**config.mk**
```make
export PLATFORM = sky130hd
export DESIGN_NAME = ahb2_arbiter_flat
export DESIGN_NICKNAME = d
export VERILOG_FILES = /design/src/rtl/ahb2_arbiter_if.sv /design/src/rtl/ahb2_arbiter.sv /design/src/flat_wrapper.sv
export SDC_FILE = /design/constraint.sdc
export NUM_CORES = 1
export LEC_CHECK = 0
export CAP_MARGIN = 20
export CORE_MARGIN = 3
export CORE_UTILIZATION = 35
export DETAILED_ROUTE_END_ITERATION = 7
export PLACE_DENSITY = 0.71
export SETUP_SLACK_MARGIN = 0.1
export SLEW_MARGIN = 15
export SYNTH_ARGS = -nofsm -noshare
export SYNTH_HDL_FRONTEND = slang
export SYNTH_SLANG_ARGS = --single-unit
```
**constraint.sdc**
```tcl
create_clock -name hclk -period 5.3 [get_ports hclk]
set_input_delay 1.06 -clock hclk [delete_from_list [all_inputs] [get_ports hclk]]
set_output_delay 1.06 -clock hclk [all_outputs]
set_load 0.005 [all_outputs]
```
**src/rtl/ahb2_arbiter_if.sv**
```systemverilog
// Arbiter-facing AHB2 signal bundle: requests and address-phase control in,
// grants and owner indices out.
interface ahb2_arbiter_if #(
    parameter int NUM_MST = 4,
    parameter int MW      = $clog2(NUM_MST)
);
    logic [NUM_MST-1:0] hbusreq;
    logic [NUM_MST-1:0] hlock;
    logic [1:0]         htrans;
    logic [2:0]         hburst;
    logic               hready;
    logic [NUM_MST-1:0] hgrant;
    logic [MW-1:0]      hmaster;
    logic [MW-1:0]      hmaster_d;
    logic               hmastlock;

    // Arbiter side
    modport slave (
        input  hbusreq, hlock, htrans, hburst, hready,
        output hgrant, hmaster, hmaster_d, hmastlock
    );

    // Requesting masters / bus fabric side
    modport master (
        output hbusreq, hlock, htrans, hburst, hready,
        input  hgrant, hmaster, hmaster_d, hmastlock
    );
endinterface

```
**src/rtl/ahb2_arbiter.sv**
```systemverilog
// Burst-aware round-robin AHB2 arbiter: fixed-length bursts and locked
// sequences keep the bus; grant moves during the final beat's address phase.
module ahb2_arbiter #(
    parameter int NUM_MST     = 4,
    parameter int DEFAULT_MST = 0,
    parameter int MW          = $clog2(NUM_MST)
) (
    input  logic          hclk,
    input  logic          hreset,
    ahb2_arbiter_if.slave bus
);
    localparam logic [1:0] HTRANS_IDLE   = 2'b00;
    localparam logic [1:0] HTRANS_NONSEQ = 2'b10;
    localparam logic [1:0] HTRANS_SEQ    = 2'b11;

    localparam logic [MW-1:0]      DEF_IDX   = MW'(DEFAULT_MST);
    localparam logic [NUM_MST-1:0] DEF_GRANT = NUM_MST'(1) << DEFAULT_MST;

    logic [NUM_MST-1:0] hgrant_reg;
    logic [NUM_MST-1:0] hgrant_next;
    logic [MW-1:0]      hmaster_reg;
    logic [MW-1:0]      hmaster_d_reg;
    logic               hmastlock_reg;
    logic [MW-1:0]      last_reg;
    logic [4:0]         cnt_reg;
    logic [4:0]         cnt_next;
    logic [MW-1:0]      grant_idx;
    logic [MW-1:0]      winner;
    logic [MW-1:0]      cand;
    logic               found;
    logic               hold_lock;
    logic               arb_ok;

    // Beats still to go after the current address phase.
    always_comb begin
        cnt_next = cnt_reg;
        if (bus.hready) begin
            case (bus.htrans)
                HTRANS_NONSEQ: begin
                    case (bus.hburst)
                        3'b010, 3'b011: cnt_next = 5'd3;
                        3'b100, 3'b101: cnt_next = 5'd7;
                        3'b110, 3'b111: cnt_next = 5'd15;
                        default:        cnt_next = 5'd0;
                    endcase
                end
                HTRANS_SEQ:  cnt_next = (cnt_reg != 5'd0) ? cnt_reg - 5'd1 : 5'd0;
                HTRANS_IDLE: cnt_next = 5'd0;
                default:     cnt_next = cnt_reg;
            endcase
        end
    end

    assign hold_lock = bus.hlock[hmaster_reg] & bus.hbusreq[hmaster_reg];
    assign arb_ok    = bus.hready & ~hold_lock & (cnt_next <= 5'd1);

    // Rotating search starting just after the last winner; last is visited last.
    always_comb begin
        winner = DEF_IDX;
        found  = 1'b0;
        cand   = '0;
        for (int k = 1; k <= NUM_MST; k++) begin
            cand = MW'((int'(last_reg) + k) % NUM_MST);
            if (!found && bus.hbusreq[cand]) begin
                winner = cand;
                found  = 1'b1;
            end
        end
    end

    assign hgrant_next = NUM_MST'(1) << winner;

    // One-hot to index: bit gi of the index is set by any grant whose position has bit gi set.
    for (genvar gi = 0; gi < MW; gi++) begin : g_enc
        logic [NUM_MST-1:0] sel_mask;
        for (genvar gj = 0; gj < NUM_MST; gj++) begin : g_bit
            assign sel_mask[gj] = ((gj >> gi) & 1) != 0;
        end
        assign grant_idx[gi] = |(hgrant_reg & sel_mask);
    end

    always_ff @(posedge hclk) begin
        if (hreset) begin
            hgrant_reg    <= DEF_GRANT;
            hmaster_reg   <= DEF_IDX;
            hmaster_d_reg <= DEF_IDX;
            hmastlock_reg <= 1'b0;
            last_reg      <= DEF_IDX;
            cnt_reg       <= 5'd0;
        end else if (bus.hready) begin
            cnt_reg       <= cnt_next;
            hmaster_reg   <= grant_idx;
            hmaster_d_reg <= hmaster_reg;
            hmastlock_reg <= bus.hlock[grant_idx] & bus.hbusreq[grant_idx];
            if (arb_ok) begin
                hgrant_reg <= hgrant_next;
                // Parking on the default master does not move the pointer.
                if (found) begin
                    last_reg <= winner;
                end
            end
        end
    end

    assign bus.hgrant    = hgrant_reg;
    assign bus.hmaster   = hmaster_reg;
    assign bus.hmaster_d = hmaster_d_reg;
    assign bus.hmastlock = hmastlock_reg;
endmodule
```
**src/flat_wrapper.sv**
```systemverilog
// flat-port wrapper written by rule: the top's interface ports become plain ports
module ahb2_arbiter_flat 
#(
    parameter int NUM_MST     = 4,
    parameter int DEFAULT_MST = 0,
    parameter int MW          = $clog2(NUM_MST)
)
  (hclk, hreset, bus_hbusreq, bus_hlock, bus_htrans, bus_hburst, bus_hready, bus_hgrant, bus_hmaster, bus_hmaster_d, bus_hmastlock);
  ahb2_arbiter_if #(.NUM_MST(NUM_MST), .MW(MW)) bus_i ();
  input  logic hclk;
  input  logic hreset;
  input wire logic [$bits(bus_i.hbusreq)-1:0] bus_hbusreq;
  input wire logic [$bits(bus_i.hlock)-1:0] bus_hlock;
  input wire logic [$bits(bus_i.htrans)-1:0] bus_htrans;
  input wire logic [$bits(bus_i.hburst)-1:0] bus_hburst;
  input wire logic [$bits(bus_i.hready)-1:0] bus_hready;
  output wire logic [$bits(bus_i.hgrant)-1:0] bus_hgrant;
  output wire logic [$bits(bus_i.hmaster)-1:0] bus_hmaster;
  output wire logic [$bits(bus_i.hmaster_d)-1:0] bus_hmaster_d;
  output wire logic [$bits(bus_i.hmastlock)-1:0] bus_hmastlock;
  assign bus_i.hbusreq = bus_hbusreq;
  assign bus_i.hlock = bus_hlock;
  assign bus_i.htrans = bus_htrans;
  assign bus_i.hburst = bus_hburst;
  assign bus_i.hready = bus_hready;
  assign bus_hgrant = bus_i.hgrant;
  assign bus_hmaster = bus_i.hmaster;
  assign bus_hmaster_d = bus_i.hmaster_d;
  assign bus_hmastlock = bus_i.hmastlock;
  ahb2_arbiter #(.NUM_MST(NUM_MST), .DEFAULT_MST(DEFAULT_MST), .MW(MW)) u_core (.hclk(hclk), .hreset(hreset), .bus(bus_i));
endmodule
```
[Word-level counts from Yosys, hierarchy flattened]
Cells that the tools add are included.
Word-level totals
  flip-flop bits (word level): 16
  input port bits: 16
  output and inout bits: 9
  word-level logic and storage cells: 75
Operators by class
  add/sub/neg operators: 5
  $lt $le $gt $ge: 7
  eq/ne operators: 8
  shift-type cells: 1
  muxes and demuxes: 28
  bitwise logic cells: 5
  reductions and logical operators: 15
Operator list (count)
  2-bit by 3-bit less-than comparator with 1-bit output, second input constant: 6
  1-bit binary-select mux with 2-bit select: 8
  5-bit case mux with 3 select lines: 1
  3-bit equality test, second input constant: 4
  1-bit 2-to-1 mux: 12
  4-bit case mux with 3 select lines: 1
  5-bit 2-to-1 mux: 2
  2-bit OR reduction: 5
  2-bit 2-to-1 mux: 4
  3-bit by 2-bit equality test with 1-bit output, second input constant: 2
  5-bit by 1-bit <= comparator with 1-bit output, second input constant: 1
  5-bit nonzero test: 1
  5-bit by 1-bit subtractor with 5-bit output, second input constant: 1
  2-bit by 1-bit adder with 2-bit output, second input constant: 2
  2-bit adder, second input constant: 2
  1-bit bitwise AND: 4
  2-bit equality test, second input constant: 2
  1-bit by 2-bit left shift with 4-bit output, first input constant: 1
  1-bit logical AND: 3
  1-bit zero test: 3
  3-bit AND reduction: 1
  2-bit zero test: 1
  2-bit AND reduction: 1
  1-bit inverter: 1

[Depth between registers and ports, before layout]
Gate-level depths: netlist (run 1).
  word-level depth: 14
  gate-level depth with buffers: 8
  mapped depth without buffers: 8

[Worst setup path after synthesis (run 1)]
OpenSTA, ideal clock, no wires.
  path kind: input to register
  start point: in bus_hready
  end point: reg u_core.last_reg[1]
  arrival: 2573 ps
  required time: 5177 ps
  path slack: 2604 ps
  stages on the path: 6
  cells stage by stage: nor2b_1 mux2_1 a222oi_1 nand4_2 a21oi_2 mux2_1
Between the ends
  cells in the longest elaborated chain, start to end: 4
  elaborated cells on any way between the ends: 5
  those cells by class: order compare (1); mux (1); bitwise (2); reduce/logical (1)
Ends and longest elaborated chain
  start, declared: line flat_wrapper.sv:16  | input wire logic [$bits(bus_i.hready)-1:0] bus_hready;
  5-bit 2-to-1 mux: line ahb2_arbiter.sv:37  | if (bus.hready) begin
  5-bit by 1-bit <= comparator with 1-bit output: line ahb2_arbiter.sv:55  | assign arb_ok = bus.hready & ~hold_lock & (cnt_next <= 5'd1);
  1-bit bitwise AND: line ahb2_arbiter.sv:55
  3-bit AND reduction (no line) (*)
  end signal, assigned: line ahb2_arbiter.sv:99  | last_reg <= winner;
  end, declared: line ahb2_arbiter.sv:24  | logic [MW-1:0] last_reg;
Mark *: on every way between the ends. The rest lies on a longest branch, timed or not.
A chain may end at the register's enable or synchronous reset.

[Worst setup path in the final report (run 1)]
Same ends and word-level chain as after synthesis.

==> metrics, run 1 <==
max_slew headroom=0.633; reg2reg path depth=8; hpwl dp=roughly 1600 um; crit share post-route=0.662; Inserted Diodes=0; GRT Overall Usage=0.138; TNS Setup=0 ns; initial drt markers=18; Crit Path Category=input pin to flop; slowest stage delay, CP=between 0.8 and 0.9 ns; CTS tree=yes; first-pass GRT wire length=3660 um; Pwr Density=240 mW/mm^2; fin crit period=3.51 ns; hold wc startpoint=u_core.bus.hgrant[0]; Avg WL per Cell=12.9 um; die height=~57 um; drt total wl=2130 um; Max rail drop VDD=0.153 mV; worst slew pin tran=0.548 ns; max-slew violation count=0; hold_buf cts=0; post-CTS sizing=0; Rows=17; Worst Hold Endpoint=u_core.bus.hgrant[0]; CP Launch Type=input pin; clock-pin slew on the worst setup and hold paths=around 0.090 ns; R2R setup slack=roughly 2.7 ns; Post-synth ARST share=0; DR vias/cell=5.55; htree depth=1; RD Place Congestion=0.773; mapped cell area=roughly 900 sq um; Routed Antenna Nets=0; max_cap viols=0; skew final=0.000954 ns; Ys Warns=0; r2r endpoint=u_core.last_reg[1]; Hold Path Depth=2; CTS Buffer Depth=2; Cell Chain, Critical Path=clkdlybuf4s50_1 -> o21ai_0 -> a222oi_1 -> nand4_2 -> a21oi_2 -> mux2_1; port buffer count=23; mean post-synth cell area=8.16 sq um; post-synthesis sequential area ratio=0.351; global route total overflow=0; Placed Area=roughly 0.0012 sq mm; EDFF count, synth=0; vias=915; core area=0.00234 sq mm; unrepaired setup endpoints after global routing=no; Final nets=155; Die W=57.1 um; cell count after synthesis=around 110; Post-CTS Setup Inserts=0; #FFs+latches synth=16; Critical Path Slowest Stage Cell=clkdlybuf4s50_1; hold slack=0.497 ns; Required @ worst endpoint=5.48 ns; maximum clock frequency=285 MHz; Initial Util=0.390; max reg flops=5; pin count of the biggest net entering global routing=16; main flop type after synthesis=dfxtp_1; crit path capture type=flop; CP delay by family, top=compound AO/OA/AOI/OAI gates; Hold Vio Cnt, Final=0; cts bufs inserted=3; I/O Pins=25; syn_nets=129; DRT Pass-1 Iters=5; Cell variety after synth=41; crit-path max FO=15; fin area=0.00121 sq mm; initial antenna violation count=0; Hold/Removal Path Class=flop to flop; status=finished, final reports clean; leakage=around 0.47 nW; setup violators final=0; vias in the first global route=840; # DRC=0; CTS root buf=clkbuf_4; layout cells sized above 1=0.0657; worst endpoint data arrival time=between 3 and 4 ns; clock sink count=16; DIE AREA=between 0.003 and 0.004 sq mm; area delta synth->final=32.2%; r2r startpoint=u_core.cnt_reg[1]; WP buf/inv=1; worst skew pair latency=0.29 ns
## worst max-delay path by stage
stage,from,endpoint,depth (start not counted)
floorplan,bus_hready,u_core.last_reg[1],6
global placement,bus_hready,u_core.last_reg[1],6
detailed placement,bus_hready,u_core.last_reg[1],6
CTS,bus_hready,u_core.last_reg[1],6
global route,bus_hready,u_core.last_reg[1],6
finish,bus_hready,u_core.last_reg[1],6
## layer usage
metal	wire length [um]	part of all wire	track usage
met5	0	0	0
met3	129	0.061	0.0181
met4	27	0.013	0.0662
met1	986	0.46	0.183
met2	988	0.46	0.220
## final cells by class
| cell class | instances | area (sq um) |
|---|---|---|
| Sequential cell | 16 | 320 |
| Inverter | 7 | 26.3 |
| Fill cell | 236 | 1130 |
| Tap cell | 28 | 35.0 |
| Multi-Input combinational cell | 87 | 559 |
| Clock buffer | 4 | 36.3 |
| Timing Repair Buffer | 23 | 230 |
## report_power, final
group	internal, mW	total, mW	switching, mW
Clock	0.0419	0.0810	0.0391
Combinational	0.0389	0.0724	0.0335
Sequential	0.128	0.136	0.00796
Total	0.209	0.289	0.0806
## cell usage in the layout, fill, tap and decap left out, types with 2 or more instances in the layout
master and instances:
a221oi_1 2, nand3_1 4, a21oi_1 2, o211a_1 2, nor3_1 2, clkbuf_4 3, o21ai_0 9, nand2b_1 3
mux2_1 2, nor3b_1 2, a211oi_1 4, mux2i_1 4, nor2_1 13, clkdlybuf4s50_1 23, nand2_1 12, nor2b_1 2
inv_1 7, dfxtp_1 16, a21boi_0 2
## cells in the mapped netlist, drive strengths merged (2+ instances only)
| library cell | instances | area (sq um) |
|---|---|---|
| dfxtp | 16 | 320 |
| nor2 | 13 | 48.8 |
| nand2 | 12 | 45.0 |
| o21ai | 10 | 50.0 |
| inv | 7 | 26.3 |
| a211oi | 4 | 30.0 |
| mux2i | 4 | 40.0 |
| nand3 | 4 | 20.0 |
| a21oi | 3 | 18.8 |
| nand2b | 3 | 18.8 |
| a21boi | 2 | 15.0 |
| a221oi | 2 | 17.5 |
| mux2 | 2 | 22.5 |
| nor2b | 2 | 12.5 |
| nor3 | 2 | 10.0 |
| nor3b | 2 | 15.0 |
| o211a | 2 | 20.0 |
## worst register-to-register path: stages, from the launching register on
cell      delay (ns)
dfxtp_1         0.35
inv_1           0.06
ha_1            0.16
or3b_1          0.36
o211a_1         0.24
a222oi_1        0.45
nand4_2         0.32
a21oi_2         0.25
mux2_1          0.33
## through the flow
stage | cells | total power, mW | setup WS [ns] | util
after CTS | 165 | 0.292 | 1.82 | 0.516
final | 165 | 0.289 | 1.79 | 0.516
after global placement | 161 | 0.210 | 1.58 | 0.501
after detailed placement | 161 | 0.210 | 1.52 | 0.501
after global routing | 165 | 0.309 | 1.58 | 0.516
after floorplan | 112 | 0.178 | 2.60 | -
## kinds of logic (layout without fill, tap and decap cells)
kind of cell    Yosys count  in the layout  share of synthesized area
simple gates             46             46                      0.258
compound gates           34             34                      0.273
flops                    16             16                      0.351
buf+inv                   9             34                     0.0370
mux                       6              6                     0.0685
fa+ha+maj                 1              1                     0.0137
Power figures use the tool's default switching activity.
==> run 2: changes to the inputs <==
--- a/config.mk
+++ b/config.mk
@@ -9,7 +9,7 @@
 export CORE_MARGIN = 3
 export CORE_UTILIZATION = 35
 export DETAILED_ROUTE_END_ITERATION = 7
-export PLACE_DENSITY = 0.71
+export PLACE_DENSITY = 0.74
 export SETUP_SLACK_MARGIN = 0.1
 export SLEW_MARGIN = 15
 export SYNTH_ARGS = -nofsm -noshare
==> constraint.sdc (replaced) <==
create_clock -name hclk -period 3.1 [get_ports hclk]
set_input_delay 0.62 -clock hclk [delete_from_list [all_inputs] [get_ports hclk]]
set_output_delay 0.62 -clock hclk [all_outputs]
set_load 0.005 [all_outputs]
==> run 2 against run 1 <==
Against the previous run: cell count up 1.2%; highest routed layer is now met3; clock skew up 0.0012 ns; largest cell class unchanged; first-iteration DRC count down 5.6%; global-route usage up 0.65 points; critical endpoint unchanged; critical path depth up 1; utilization up 0.64 points; flip-flop and latch count unchanged.
==> metrics, run 2 (same netlist as run 1, synthesis figures left out) <==
status=finished, final reports clean (unchanged); global route total overflow=0 (unchanged); die height=57.1 um (unchanged); drt total wl=2330 um (was 2130 um); initial drt markers=17 (was 18); Seq pwr share=0.467 (was 0.470); r2r endpoint=u_core.last_reg[1] (unchanged); TNS Setup=0 ns (unchanged); Cell Chain, Critical Path=clkdlybuf4s50_1 -> inv_1 -> o21ai_0 -> a222oi_1 -> nand4_2 -> a21oi_2 -> mux2_1 (was clkdlybuf4s50_1 -> o21ai_0 -> a222oi_1 -> nand4_2 -> a21oi_2 -> mux2_1); DRT Pass-1 Iters=4 (was 5); initial antenna violation count=0 (unchanged); CP Launch Point=bus_htrans[0] (was bus_hready); unrepaired setup endpoints after global routing=no (unchanged); hold_buf cts=0 (unchanged); Required @ worst endpoint=3.28 ns (was 5.48 ns); DR vias/cell=5.59 (was 5.55); area delta synth->final=33.8% (was 32.2%); vias in the first global route=903 (was 840); DIE AREA=0.00326 sq mm (unchanged); RD Place Congestion=0.783 (was 0.773); max-slew violation count=0 (unchanged); Combinational Power Share=0.257 (was 0.250); most frequent cells in the layout=clkdlybuf4s50_1 (23), dfxtp_1 (16), nor2_1 (13) (unchanged); max_cap viols=0 (unchanged); Hold/Removal Path Class=flop to flop (unchanged); Pwr Density=408 mW/mm^2 (was 240 mW/mm^2); internal power=360 uW (was 209 uW); Inserted Diodes=0 (unchanged); hold wc startpoint=u_core.bus.hmaster_d[0] (was u_core.bus.hgrant[0]); Die W=57.1 um (unchanged); cts bufs inserted=3 (unchanged); switching share of power=0.279 (was 0.278); setup violators final=0 (unchanged); Initial Util=0.390 (unchanged); Rows=17 (unchanged); fin crit period=2.48 ns; hpwl dp=1750 um (was 1620 um); maximum clock frequency=403 MHz; r2r startpoint=u_core.cnt_reg[1] (unchanged); htree depth=1 (unchanged); Crit Path Category=input pin to flop (unchanged); first-pass GRT wire length=3890 um (was 3660 um); Post-CTS Setup Inserts=0 (unchanged); Critical Path Slowest Stage Cell=clkdlybuf4s50_1 (unchanged); Hold Vio Cnt, Final=0 (unchanged); Sw Pwr=139 uW (was 80.6 uW); crit share post-route=0.801; clock sink count=16 (unchanged); worst endpoint data arrival time=2.66 ns (was 3.69 ns); port buffer count=23 (unchanged); post-CTS sizing=0 (unchanged); worst slew pin tran=0.454 ns (was 0.548 ns); max reg flops=5 (unchanged); worst skew pair latency=0.28 ns (was 0.29 ns); CTS Buffer Depth=2 (unchanged); CP Launch Type=input pin (unchanged); Worst Hold Endpoint=u_core.bus.hmaster_d[0] (was u_core.bus.hgrant[0]); pin count of the biggest net entering global routing=13 (was 16); Max rail drop VDD=0.241 mV (was 0.153 mV); leakage=0.478 nW (was 0.468 nW); vias=934 (was 915); # DRC=0 (unchanged); max_slew headroom=0.694 (was 0.633); CTS tree=yes (unchanged); Final nets=157 (was 155); clock share of power=0.276 (was 0.280); GRT Overall Usage=0.144 (was 0.138); slowest stage delay, CP=0.53 ns (was 0.81 ns); Power Total=499 uW (was 289 uW); CTS root buf=clkbuf_4 (unchanged); R2R setup slack=0.65 ns (was 2.66 ns); crit path capture type=flop (unchanged); skew final=0.00216 ns (was 0.000954 ns); core area=0.00234 sq mm (unchanged); Routed Antenna Nets=0 (unchanged); Avg WL per Cell=13.9 um (was 12.9 um); Hold Path Depth=2 (unchanged); I/O Pins=25 (unchanged); reg2reg path depth=8 (unchanged); clock-pin slew on the worst setup and hold paths=0.09 ns (about the same); commonest non-fill, non-tap cell in the layout=clkdlybuf4s50_1 (unchanged); crit-path max FO=7 (was 15); layout cells sized above 1=0.0791 (was 0.0657)
run 2: cell types whose count changed in the layout (fill, tap and decap cells not counted), sizes merged:
cell  previous run  this run
buf              0         2
run 2: layout make-up:
cell class,instances,area [sq um]
flip-flops and latches,16,320
repair buffers,25,245
inverters,7,26.3
clock buffers,4,36.3
fillers,234,1120
multi-input cells,87,559
well taps,28,35.0
run 2: stage by stage:
step	area (sq um)	hold WS, ns	setup slack (ns)	utilization	cells
global route	1220	0.531	0.453	0.522	167
CTS	1220	0.512	0.648	0.522	167
detailed placement	1190	0.476	0.344	0.507	163
floorplan	913	0.470	0.746	-	112
global placement	1190	0.473	0.383	0.507	163
finish	1220	0.505	0.618	0.522	167
run 2: power groups by stage:
stage                     logic (mW)  registers (mW)  clock network (mW)
after floorplan               0.0697           0.235                   0
after global placement         0.125           0.237                   0
after detailed placement       0.127           0.237                   0
after CTS                      0.129           0.233               0.142
after global routing           0.142           0.236               0.149
final                          0.128           0.233               0.138
run 2: metal layers:
| layer | share of wire | wire, um | vias up | track usage |
|---|---|---|---|---|
| met1 | 0.46 | 1070 | 430 | 0.183 |
| met3 | 0.058 | 135 | 0 | 0.0294 |
| met5 | 0 | 0 | - | 0 |
| li1 | - | - | 472 | - |
| met2 | 0.48 | 1130 | 32 | 0.240 |
| met4 | 0 | 0 | 0 | 0.0563 |
run 2: how the worst max path moves through the flow:
| stage | to | slack [ns] |
|---|---|---|
| after floorplan | u_core.last_reg[1] | 0.75 |
| after global placement | u_core.last_reg[1] | 0.38 |
| after detailed placement | u_core.last_reg[1] | 0.34 |
| after CTS | u_core.last_reg[1] | 0.65 |
| after global routing | u_core.last_reg[1] | 0.45 |
| final | u_core.last_reg[1] | 0.62 |
run 2: worst max-delay path: cells and delay by family:
kind	cells	cell delay [ns]
compound gates	3	0.87
buf+inv	2	0.66
mux	1	0.34
simple gates	1	0.18
==> run 3: changes to the inputs <==
--- a/config.mk
+++ b/config.mk
@@ -9,7 +9,7 @@
 export CORE_MARGIN = 3
 export CORE_UTILIZATION = 35
 export DETAILED_ROUTE_END_ITERATION = 7
-export PLACE_DENSITY = 0.74
+export PLACE_DENSITY = 0.71
 export SETUP_SLACK_MARGIN = 0.1
 export SLEW_MARGIN = 15
 export SYNTH_ARGS = -nofsm -noshare
==> constraint.sdc (replaced) <==
create_clock -name hclk -period 2.4 [get_ports hclk]
set_input_delay 0.48 -clock hclk [delete_from_list [all_inputs] [get_ports hclk]]
set_output_delay 0.48 -clock hclk [all_outputs]
set_load 0.005 [all_outputs]
==> run 3 against run 2 <==
Against the previous run: critical path depth is 2 higher; register-to-register slack got worse by 0.64 ns; utilization up 8.2 points; sequential share of layout area down 3.4 points; cell area increased by 16%; combinational power increased by 72%; first-iteration DRC count increased to 2.5 times the previous value; worst setup slack worse by 0.61 ns; clock power is 28% higher; worst hold slack worse by 0.0036 ns; cell count rose by 9.6%; critical path type is now flop to flop; critical endpoint unchanged; largest cell class unchanged; largest power group unchanged.
==> metrics, run 3 (same netlist as run 1, synthesis figures left out) <==
cts bufs inserted=3 (unchanged); skew final=0.00295 ns (was 0.00216 ns); Routed Antenna Nets=0 (unchanged); r2r startpoint=u_core.cnt_reg[1] (unchanged); vias=1013 (was 934); Final nets=173 (was 157); worst slew pin tran=0.770 ns (was 0.454 ns); fill count=219 (was 234); Initial Util=0.390 (unchanged); Top Metal Used=met4 (was met3); CTS tree=yes (unchanged); Hold Path Depth=2 (unchanged); global route total overflow=0 (unchanged); first-pass GRT wire length=4360 um (was 3890 um); CP Launch Type=flop (was input pin); Hold Vio Cnt, Final=0 (unchanged); area delta synth->final=54.9% (was 33.8%); Rows=17 (unchanged); unrepaired setup endpoints after global routing=yes (was no); I/O Pins=25 (unchanged); fin crit period=2.39 ns; RD Place Congestion=0.807 (was 0.783); DIE AREA=0.00326 sq mm (unchanged); DRT Pass-1 Iters=4 (unchanged); maximum clock frequency=418 MHz; htree depth=1 (unchanged); r2r endpoint=u_core.last_reg[1] (unchanged); die height=57.1 um (unchanged); hold wc startpoint=u_core.bus.hmaster_d[0] (unchanged); Pwr Density=494 mW/mm^2 (was 408 mW/mm^2); hold_buf cts=0 (unchanged); Crit Path Category=flop to flop (was input pin to flop); GRT Overall Usage=0.159 (was 0.144); Hold/Removal Path Class=flop to flop (unchanged); crit path capture type=flop (unchanged); crit-path max FO=3 (was 7); # placed instances=174 (was 163); Avg WL per Cell=14.1 um (was 13.9 um); max_slew headroom=0.483 (was 0.694); clock-pin slew on the worst setup and hold paths=0.10 ns (was 0.09 ns); worst skew pair latency=0.28 ns (about the same); initial antenna violation count=0 (unchanged); max reg flops=5 (unchanged); most frequent cells in the layout=clkdlybuf4s50_1 (23), buf_4 (17), dfxtp_1 (14) (was clkdlybuf4s50_1 (23), dfxtp_1 (16), nor2_1 (13)); reg2reg path depth=9 (was 8); drt total wl=2580 um (was 2330 um); CTS root buf=clkbuf_4 (unchanged); leakage=0.565 nW (was 0.478 nW); R2R setup slack=0.01 ns (was 0.65 ns); WL met3=111 um (was 135 um); hpwl dp=1870 um (was 1750 um); vias in the first global route=995 (was 903); status=finished, final reports clean (unchanged); CTS Buffer Depth=2 (unchanged); port buffer count=23 (unchanged); initial drt markers=43 (was 17); core area=0.00234 sq mm (unchanged); Final Non-Filler Cells=183 (was 167); Max rail drop VDD=0.418 mV (was 0.241 mV); commonest non-fill, non-tap cell in the layout=clkdlybuf4s50_1 (unchanged); worst endpoint data arrival time=2.57 ns (was 2.66 ns); crit share post-route=0.996; pin count of the biggest net entering global routing=12 (was 13); DR vias/cell=5.54 (was 5.59); Required @ worst endpoint=2.58 ns (was 3.28 ns); final core utilization=0.605 (was 0.522); Worst Hold Endpoint=u_core.bus.hmaster_d[0] (unchanged); clock sink count=16 (unchanged); layout cells sized above 1=0.245 (was 0.0791); Die W=57.1 um (unchanged); Inserted Diodes=0 (unchanged); # DRC=0 (unchanged); max_cap viols=0 (unchanged); met2 wire len=1280 um (was 1130 um); DRT met1 WL=1180 um (was 1070 um); setup violators final=0 (unchanged); max-slew violation count=0 (unchanged)
[run 3: worst max path at each step]
stage | start | to | cells after the start
finish | u_core.cnt_reg[1] | u_core.last_reg[1] | 9
CTS | u_core.cnt_reg[1] | u_core.last_reg[1] | 9
global placement | bus_hready | u_core.last_reg[1] | 7
detailed placement | bus_hready | u_core.last_reg[1] | 7
floorplan | u_core.cnt_reg[0] | u_core.last_reg[1] | 8
global route | u_core.cnt_reg[1] | u_core.last_reg[1] | 9
[run 3: timing repair]
action | 4_1_cts | 5_1_grt
gates resized for setup | 10 | 6
buffers inserted | 4 | 1
cloned | 0 | 0
endpoints found under the setup margin | 3 | 6
pin swaps | 3 | 2
[run 3: cell type report]
| cell class | count | area [sq um] | area share |
|---|---|---|---|
| inverters | 7 | 26.3 | 0.0186 |
| well taps | 28 | 35.0 | 0.0248 |
| flip-flops and latches | 16 | 323 | 0.228 |
| multi-input cells | 87 | 626 | 0.442 |
| repair buffers | 41 | 369 | 0.261 |
| clock buffers | 4 | 36.3 | 0.0256 |
[run 3: routing by layer]
metal  track usage  vias up
met5             0        -
met4        0.0298        0
met3        0.0249        2
met2         0.295       31
met1         0.193      479
li1              -      501
[run 3: report_power, final]
group	switching, mW	internal, mW
Clock	0.0851	0.0922
Combinational	0.0982	0.122
Sequential	0.0183	0.283
[run 3: critical path, stage by stage (launching register included)]
cell and delay [ns]:
dfxtp_2 0.33, inv_2 0.07, ha_4 0.14, or3b_4 0.37, o211a_1 0.24, a222oi_1 0.33, buf_4 0.20, nand4_4 0.12
a21oi_4 0.18, mux2_4 0.31
[run 3: per-stage QoR]
step	hold WS [ns]	setup TNS, ns	power, mW	instance area [sq um]	setup slack (ns)
final	0.502	0	0.699	1420	0.00988
after CTS	0.509	0	0.681	1370	0.0588
after global routing	0.538	-0.192	0.739	1420	-0.0848
after global placement	0.472	-0.276	0.483	1270	-0.131
after floorplan	0.470	0	0.393	913	0.0780
after detailed placement	0.474	-0.425	0.488	1270	-0.165
